File: src/rtl/proc_run_controller.sv
// Run controller for the single-cycle core: resets it at a start PC, runs to an end PC,
// then checks the pass code on the data-memory port. Optional watchdog: PROC_RUN_WDOG_EN.
module proc_run_controller #(
  parameter int RESET_CYCLES = 1,
  parameter int WDOG_WIDTH   = 16
) (
  input  logic        CLK,
  input  logic        Reset_L,
  input  logic        start,
  input  logic [63:0] startPCIn,
  input  logic [63:0] endPC,
  input  logic [63:0] expectedCode,
  input  logic        clrCounts,
  input  logic [63:0] currentPC,
  input  logic [63:0] dMemOut,
  output logic        procResetL,
  output logic [63:0] procStartPC,
  output logic        busy,
  output logic        done,
  output logic        pass,
  output logic        timeout,
  output logic [7:0]  passCount,
  output logic [7:0]  testCount
);

  localparam int RC_W = (RESET_CYCLES > 1) ? $clog2(RESET_CYCLES) : 1;
  localparam logic [RC_W-1:0] RC_LAST = RC_W'(RESET_CYCLES - 1);

  typedef enum logic [2:0] {
    IDLE   = 3'd0,
    RESET  = 3'd1,
    RUN    = 3'd2,
    SETTLE = 3'd3,
    CHECK  = 3'd4,
    DONE   = 3'd5
  } state_t;

  state_t          state_q, state_d;
  logic [63:0]     start_pc_q, start_pc_d;
  logic [63:0]     end_pc_q, end_pc_d;
  logic [63:0]     code_q, code_d;
  logic [RC_W-1:0] rst_cnt_q, rst_cnt_d;
  logic            proc_rst_l_q, proc_rst_l_d;
  logic            busy_q, busy_d;
  logic            done_q, done_d;
  logic            pass_q, pass_d;
  logic            timeout_q, timeout_d;
  logic [7:0]      pass_cnt_q, pass_cnt_d;
  logic [7:0]      test_cnt_q, test_cnt_d;
  logic            pc_reached;

`ifdef PROC_RUN_WDOG_EN
  logic [WDOG_WIDTH-1:0] wdog_q, wdog_d;
`endif

  function automatic logic [7:0] sat_inc(input logic [7:0] v);
    return (v == 8'hFF) ? v : v + 8'd1;
  endfunction

  assign pc_reached = (currentPC >= end_pc_q);

  always_comb begin
    state_d      = state_q;
    start_pc_d   = start_pc_q;
    end_pc_d     = end_pc_q;
    code_d       = code_q;
    rst_cnt_d    = rst_cnt_q;
    proc_rst_l_d = proc_rst_l_q;
    pass_d       = pass_q;
    timeout_d    = timeout_q;
    pass_cnt_d   = pass_cnt_q;
    test_cnt_d   = test_cnt_q;
`ifdef PROC_RUN_WDOG_EN
    wdog_d       = wdog_q;
`endif

    case (state_q)
      IDLE: begin
        if (start) begin
          start_pc_d   = startPCIn;
          end_pc_d     = endPC;
          code_d       = expectedCode;
          rst_cnt_d    = '0;
          proc_rst_l_d = 1'b0;
          state_d      = RESET;
`ifdef PROC_RUN_WDOG_EN
          wdog_d       = '0;
`endif
        end
      end
      RESET: begin
        if (rst_cnt_q == RC_LAST) begin
          proc_rst_l_d = 1'b1;
          state_d      = RUN;
        end else begin
          rst_cnt_d = rst_cnt_q + 1'b1;
        end
      end
      RUN: begin
        // End-PC takes priority over a watchdog expiring on the same edge.
        if (pc_reached) begin
          state_d = SETTLE;
        end
`ifdef PROC_RUN_WDOG_EN
        else if (&wdog_q) begin
          timeout_d = 1'b1;
          pass_d    = 1'b0;
          state_d   = DONE;
        end else begin
          wdog_d = wdog_q + 1'b1;
        end
`endif
      end
      SETTLE: state_d = CHECK;
      CHECK: begin
        pass_d    = (dMemOut == code_q);
        timeout_d = 1'b0;
        state_d   = DONE;
      end
      DONE: begin
        test_cnt_d = sat_inc(test_cnt_q);
        if (pass_q) pass_cnt_d = sat_inc(pass_cnt_q);
        state_d = IDLE;
      end
      default: state_d = IDLE;
    endcase

    if (clrCounts) begin
      pass_cnt_d = 8'd0;
      test_cnt_d = 8'd0;
    end

    busy_d = (state_d != IDLE);
    done_d = (state_d == DONE);
  end

  always_ff @(posedge CLK or negedge Reset_L) begin
    if (!Reset_L) begin
      state_q      <= IDLE;
      start_pc_q   <= '0;
      end_pc_q     <= '0;
      code_q       <= '0;
      rst_cnt_q    <= '0;
      proc_rst_l_q <= 1'b0;
      busy_q       <= 1'b0;
      done_q       <= 1'b0;
      pass_q       <= 1'b0;
      timeout_q    <= 1'b0;
      pass_cnt_q   <= '0;
      test_cnt_q   <= '0;
`ifdef PROC_RUN_WDOG_EN
      wdog_q       <= '0;
`endif
    end else begin
      state_q      <= state_d;
      start_pc_q   <= start_pc_d;
      end_pc_q     <= end_pc_d;
      code_q       <= code_d;
      rst_cnt_q    <= rst_cnt_d;
      proc_rst_l_q <= proc_rst_l_d;
      busy_q       <= busy_d;
      done_q       <= done_d;
      pass_q       <= pass_d;
      timeout_q    <= timeout_d;
      pass_cnt_q   <= pass_cnt_d;
      test_cnt_q   <= test_cnt_d;
`ifdef PROC_RUN_WDOG_EN
      wdog_q       <= wdog_d;
`endif
    end
  end

  assign procResetL  = proc_rst_l_q;
  assign procStartPC = start_pc_q;
  assign busy        = busy_q;
  assign done        = done_q;
  assign pass        = pass_q;
  assign timeout     = timeout_q;
  assign passCount   = pass_cnt_q;
  assign testCount   = test_cnt_q;

endmodule
File: config.mk
export PLATFORM = sky130hd
export DESIGN_NAME = proc_run_controller
export DESIGN_NICKNAME = d
export VERILOG_FILES = /design/src/rtl/proc_run_controller.sv
export SDC_FILE = /design/constraint.sdc
export NUM_CORES = 1
export LEC_CHECK = 0
export ABC_AREA = 1
export CORE_AREA = 2 2 192 194
export DETAILED_ROUTE_END_ITERATION = 8
export DIE_AREA = 0 0 194 196
export DONT_BUFFER_PORTS = 1
export PLACE_DENSITY = 0.45
export SLEW_MARGIN = 20
export SYNTH_ARGS = -nofsm -noshare
export SYNTH_HDL_FRONTEND = slang
export SYNTH_SLANG_ARGS = --single-unit
File: constraint.sdc
create_clock -name CLK -period 4.2 [get_ports CLK]
set_input_delay 0.42 -clock CLK [delete_from_list [all_inputs] [get_ports CLK]]
set_output_delay 0.42 -clock CLK [all_outputs]
set_load 0.05 [all_outputs]
Word-level counts from Yosys, hierarchy flattened
Cells that the tools add are included.

storage, ports and cells
  register bits = 216
  output and inout bits = 85
  bits of input ports = 324

cells by class
  add/subtract/negate cells = 3
  equal/unequal tests = 13
  muxes and demuxes = 16
  reduce and logical (&&, ||, !) cells = 10
  magnitude comparators = 1

operators by type and width
  cell                                           count
  == test 64 bit                                 1
  >= comparator 64 bit                           1
  two-way mux 8 bit                              7
  adder 8 x 1 -> 8 bit, second input constant    2
  == test 8 bit, second input constant           2
  case mux 3 bit (5 select lines)                1
  == test 3 bit, second input constant           3
  two-way mux 3 bit                              3
  inequality test 2 bit, second input constant   4
  == test 3 x 2 -> 1 bit, second input constant  2
  AND reduction 2 bit                            3
  AND reduction 3 bit                            2
  nonzero test 2 bit                             3
  case mux 1 bit (2 select lines)                2
  == test 3 x 1 -> 1 bit, second input constant  1
  logical NOT 3 bit                              1
  two-way mux 1 bit                              3
  nonzero test 3 bit                             1
  adder 1 bit, second input constant             1

Longest topological paths before layout
  depth after elaboration = 5
  gate-level depth with buffers = 17
  mapped depth without buffers = 17

Worst setup path after synthesis
OpenSTA, ideal clock, no wires.

  path kind = register to register
  from = register pass_cnt_q[0], in the netlist passCount[0]
  to = register pass_cnt_q[4], in the netlist passCount[4]
  data arrival time = 1754 ps
  path buffers = 0
  period minus slack after synthesis = 1877 ps
  setup slack = 2323 ps
  stages on the path, launching flop included = 10
  cells stage by stage = dfrtp_1 ha_1 nand2_1 nor2_1 nand3_1 nand2_1 nand2_2 nand2_1 nor2_1 o221a_2

between the ends
  word-level cells in the longest chain between the ends = 5

RTL lines
  what                      RTL line  RTL
  start: declaration        48        logic [7:0] pass_cnt_q, pass_cnt_d;
  start signal: assignment  165       pass_cnt_q <= pass_cnt_d;
  adder 8 x 1 -> 8 bit      57        return (v == 8'hFF) ? v : v + 8'd1;
  two-way mux 8 bit         57
  two-way mux 8 bit         122       if (pass_q) pass_cnt_d = sat_inc(pass_cnt_q);
  two-way mux 8 bit         77        case (state_q)
  two-way mux 8 bit         128       if (clrCounts) begin

Parallel ways exist; a longest one is shown, timed or not. The select of a mux whose other input is x is not followed.
A chain may end at the register's enable or synchronous reset.

Worst setup path after layout
  from = register state_q[2]
  to = register code_q[13]

between the ends
  word-level cells in the longest chain between the ends = 2

RTL lines
  what                                  RTL line  RTL
  start: declaration                    38        state_t state_q, state_d;
  start signal: assignment              155       state_q <= state_d;
  logical NOT 3 bit                     77
  AND reduction 2 bit (no source line)  --
  end signal: assignment                158       code_q <= code_d;
  end: declaration                      41        logic [63:0] code_q, code_d;

No other way between the ends.

==> impl_metrics.csv <==
group,metric,value,unit
place,dpl_cell_area,11000,um^2
sta,fin_crit,2.64,ns
pwr,p_leak,7.11,nW
finish,final_cell_mix,"nand2_1, dfrtp_1, dlygate4sd3_1",
drt,wl,30500,um
sta,period_share,0.628,
critical_path,endpoint_kind,"register",
critical_path,critPathSlowestCell,"inv_6",
critical_path,crit_family,"buffers and inverters",
sta,slew_viol_final,0,
global_routing,grt_max_degree,216,
finish,fin_nets,1834,
synthesis,synth_top_area_share,0.506,
drt,avgViaCountPerCell,4.46,
finish,final_common_cell,"nand2_1",
finish,syn_to_final_growth,29.9,%
die,initial_utilization,0.295,
global_routing,gr-usage-all-layers,0.156,
finish,fillers,3626,
synthesis,yosysTopAreaCell,"dfrtp_1",
cts,cts.htree.levels,1,
synthesis,synth_area,10600,um^2
sta,finalSetupViolCount,0,
critical_path,r2r_slack,1.56,ns
outcome,violations,"negative hold slack",
drt,dr.pass1.iters,6,
synthesis,syn_inst,1265,
job,maxCapViolCount,0,
pwr,irDropWorstVdd,0.244,mV
sta,hold_violations,215,
cts,post_cts_buffers,0,
cts,cts_root_buffer,"clkbuf_16",
die,rows,70,
cts,clock_sinks,215,
synthesis,syn_avg_cell_area,8.40,um^2
cts,post_cts_resized,0,
die,io_pins,409,
sta,timing.fmax,379,MHz
global_routing,gr-total-overflow,0,
critical_path,r2r_cells,6,
sta,relSlewSlack,0.390,
drt,drtAntennaViolNets,0,
cts,cts_made_buffers,27,
synthesis,ys_seq_area_frac,0.506,
synthesis,synth_cell_type_count,33,
critical_path,crit_required,4.66,ns
drt,vias,8623,
critical_path,r2r_start,"state_q[2]",
drt,wl_per_cell,15.8,um
die,die_x,194,um
critical_path,crit_chain,"nor2_1, nand3_4, inv_6, buf_4, nand2_1, o21ai_1",
critical_path,cp.arrival,3.09,ns
critical_path,critPathMaxStageDelay,0.75,ns
synthesis,synth_warnings,0,
cts,clock_latency,0.54,ns
global_routing,grt_antenna_before_repair,1,
die,dieArea,38000,um^2
die,fp.dieH,196,um
place,hpwl,21400,um
sta,skew,0.00790,ns
sta,rsz0062_at_grt,"false",
outcome,status,"finished with violations",
finish,design_area,13800,um^2
place,gp_congestion,0.782,
synthesis,synthTopCellsByArea,"dfrtp_1, nand2_1, ha_1",
place,io_buffer_count,0,
cts,cts_max_path_buffers,3,
critical_path,worstReg2RegEnd,"code_q[13]",
drt,drtIter0Drc,317,
critical_path,cp-start-kind,"register",
finish,final_layout_size_suffix_gt1_frac,0.0451,
synthesis,ys_seq_elements,215,
critical_path,path_class,"register to register",
cts,cts_tree,"built",
synthesis,syn_nets,1655,
global_routing,grt_pass1_wl,48100,um
sta,hold_ws,-0.426,ns
die,core,36100,um^2
sta,finalSetupTns,0,ns
worst_hold_path,hp-class,"input port to asynchronous set/reset pin",
cts,hold_buffers,190,
sta,tightest_slew,0.915,ns
global_routing,grt_pass1_vias,9119,
pwr,power-per-cell-area,338,nW/um^2
critical_path,path_buf_inv,2,
drt,route.detailed.drc,0,
cts,clk_pin_slew,0.06,ns
critical_path,crit_fanout,96,
## layer usage
| layer | GRT usage | vias up | wire [um] |
|---|---|---|---|
| met2 | 0.264 | 321 | 14300 |
| li1 | - | 4327 | - |
| met1 | 0.193 | 3919 | 12800 |
| met4 | 0.0527 | 0 | 882 |
| met3 | 0.0438 | 56 | 2490 |
| met5 | 0 | - | 0 |
## synth_stat cells
library cell  count
nor3_2            1
clkbuf_1         20
a21o_1            2
dfrtp_1         215
a21oi_1          36
a21oi_2           1
buf_6             7
conb_1            1
nand3_2           2
or2_2             5
inv_1           104
o22a_1            1
nor2_2            2
o21a_1            6
inv_2             4
nand4_1          13
o21ai_0          67
buf_2             3
o2111ai_1         2
nor2_1           47
a211oi_1          1
xor2_1           20
nand2_1         532
ha_1             66
nor3_1            9
nand3_1          22
nor4_1            2
nand2_2           4
buf_4            14
nor3b_1           1
o21ai_1          17
xnor2_1          37
o221a_2           1
## layout make-up
cell class | count | area (um^2) | share of cell area
Sequential cell | 215 | 5380 | 0.390
Antenna cell | 1 | 2.50 | 0.000181
Clock inverter | 12 | 150 | 0.0109
Timing Repair Buffer | 194 | 1960 | 0.142
Multi-Input combinational cell | 898 | 4580 | 0.332
Clock buffer | 37 | 743 | 0.0538
Tap cell | 468 | 586 | 0.0424
Inverter | 108 | 410 | 0.0297
## how the worst max path moves through the flow
| stage | endpoint | depth (start not counted) | slack (ns) | from |
|---|---|---|---|---|
| after global routing | code_q[13] | 6 | 1.25 | state_q[2] |
| after floorplan | passCount[4] | 9 | 2.32 | passCount[0] |
| after global placement | code_q[13] | 6 | 1.56 | state_q[2] |
| after detailed placement | procStartPC[5] | 6 | 1.51 | state_q[2] |
| after CTS | code_q[37] | 6 | 1.49 | state_q[0] |
| final | code_q[13] | 6 | 1.56 | state_q[2] |
## worst reg2reg max path: stages, from the launching register on
cell     delay, ns
dfrtp_1       0.40
nor2_1        0.24
nand3_4       0.47
inv_6         0.77
buf_4         0.47
nand2_1       0.11
o21ai_1       0.09
## stage by stage
step	std cells	utilization	hold WS, ns	setup slack [ns]	power (W)
6_report	1933	0.383	-0.426	1.56	0.00466
3_5_place_dp	1693	0.305	0.131	1.51	0.00218
2_1_floorplan	1265	-	0.124	2.32	0.00217
3_3_place_gp	1693	0.305	0.130	1.56	0.00218
5_1_grt	1933	0.383	-0.460	1.25	0.00485
4_1_cts	1932	0.383	-0.460	1.49	0.00475
## registers in the layout (all words and copies together) (netlist names)
signal and flops:
busy 1, state_q 3, passCount 8, done 1
procResetL 1, end_pc_q 64, code_q 64, testCount 8
pass 1, procStartPC 64
## cells by family after synthesis
kind of cell    synth area share
fa+ha+maj                 0.0777
buf+inv                   0.0639
compound gates            0.0672
flops                      0.506
xor+xnor                  0.0470
simple gates               0.238
other cells             0.000353
## where the power goes
| part | internal (W) | switching [W] | leakage, nW |
|---|---|---|---|
| sequential | 0.00207 | 0.0000000000917 | 2.61 |
| combinational | 0.000155 | 0.0000726 | 4.06 |
| clock | 0.00142 | 0.000939 | 0.435 |
No activity file was read; power rests on OpenSTA's default activity.
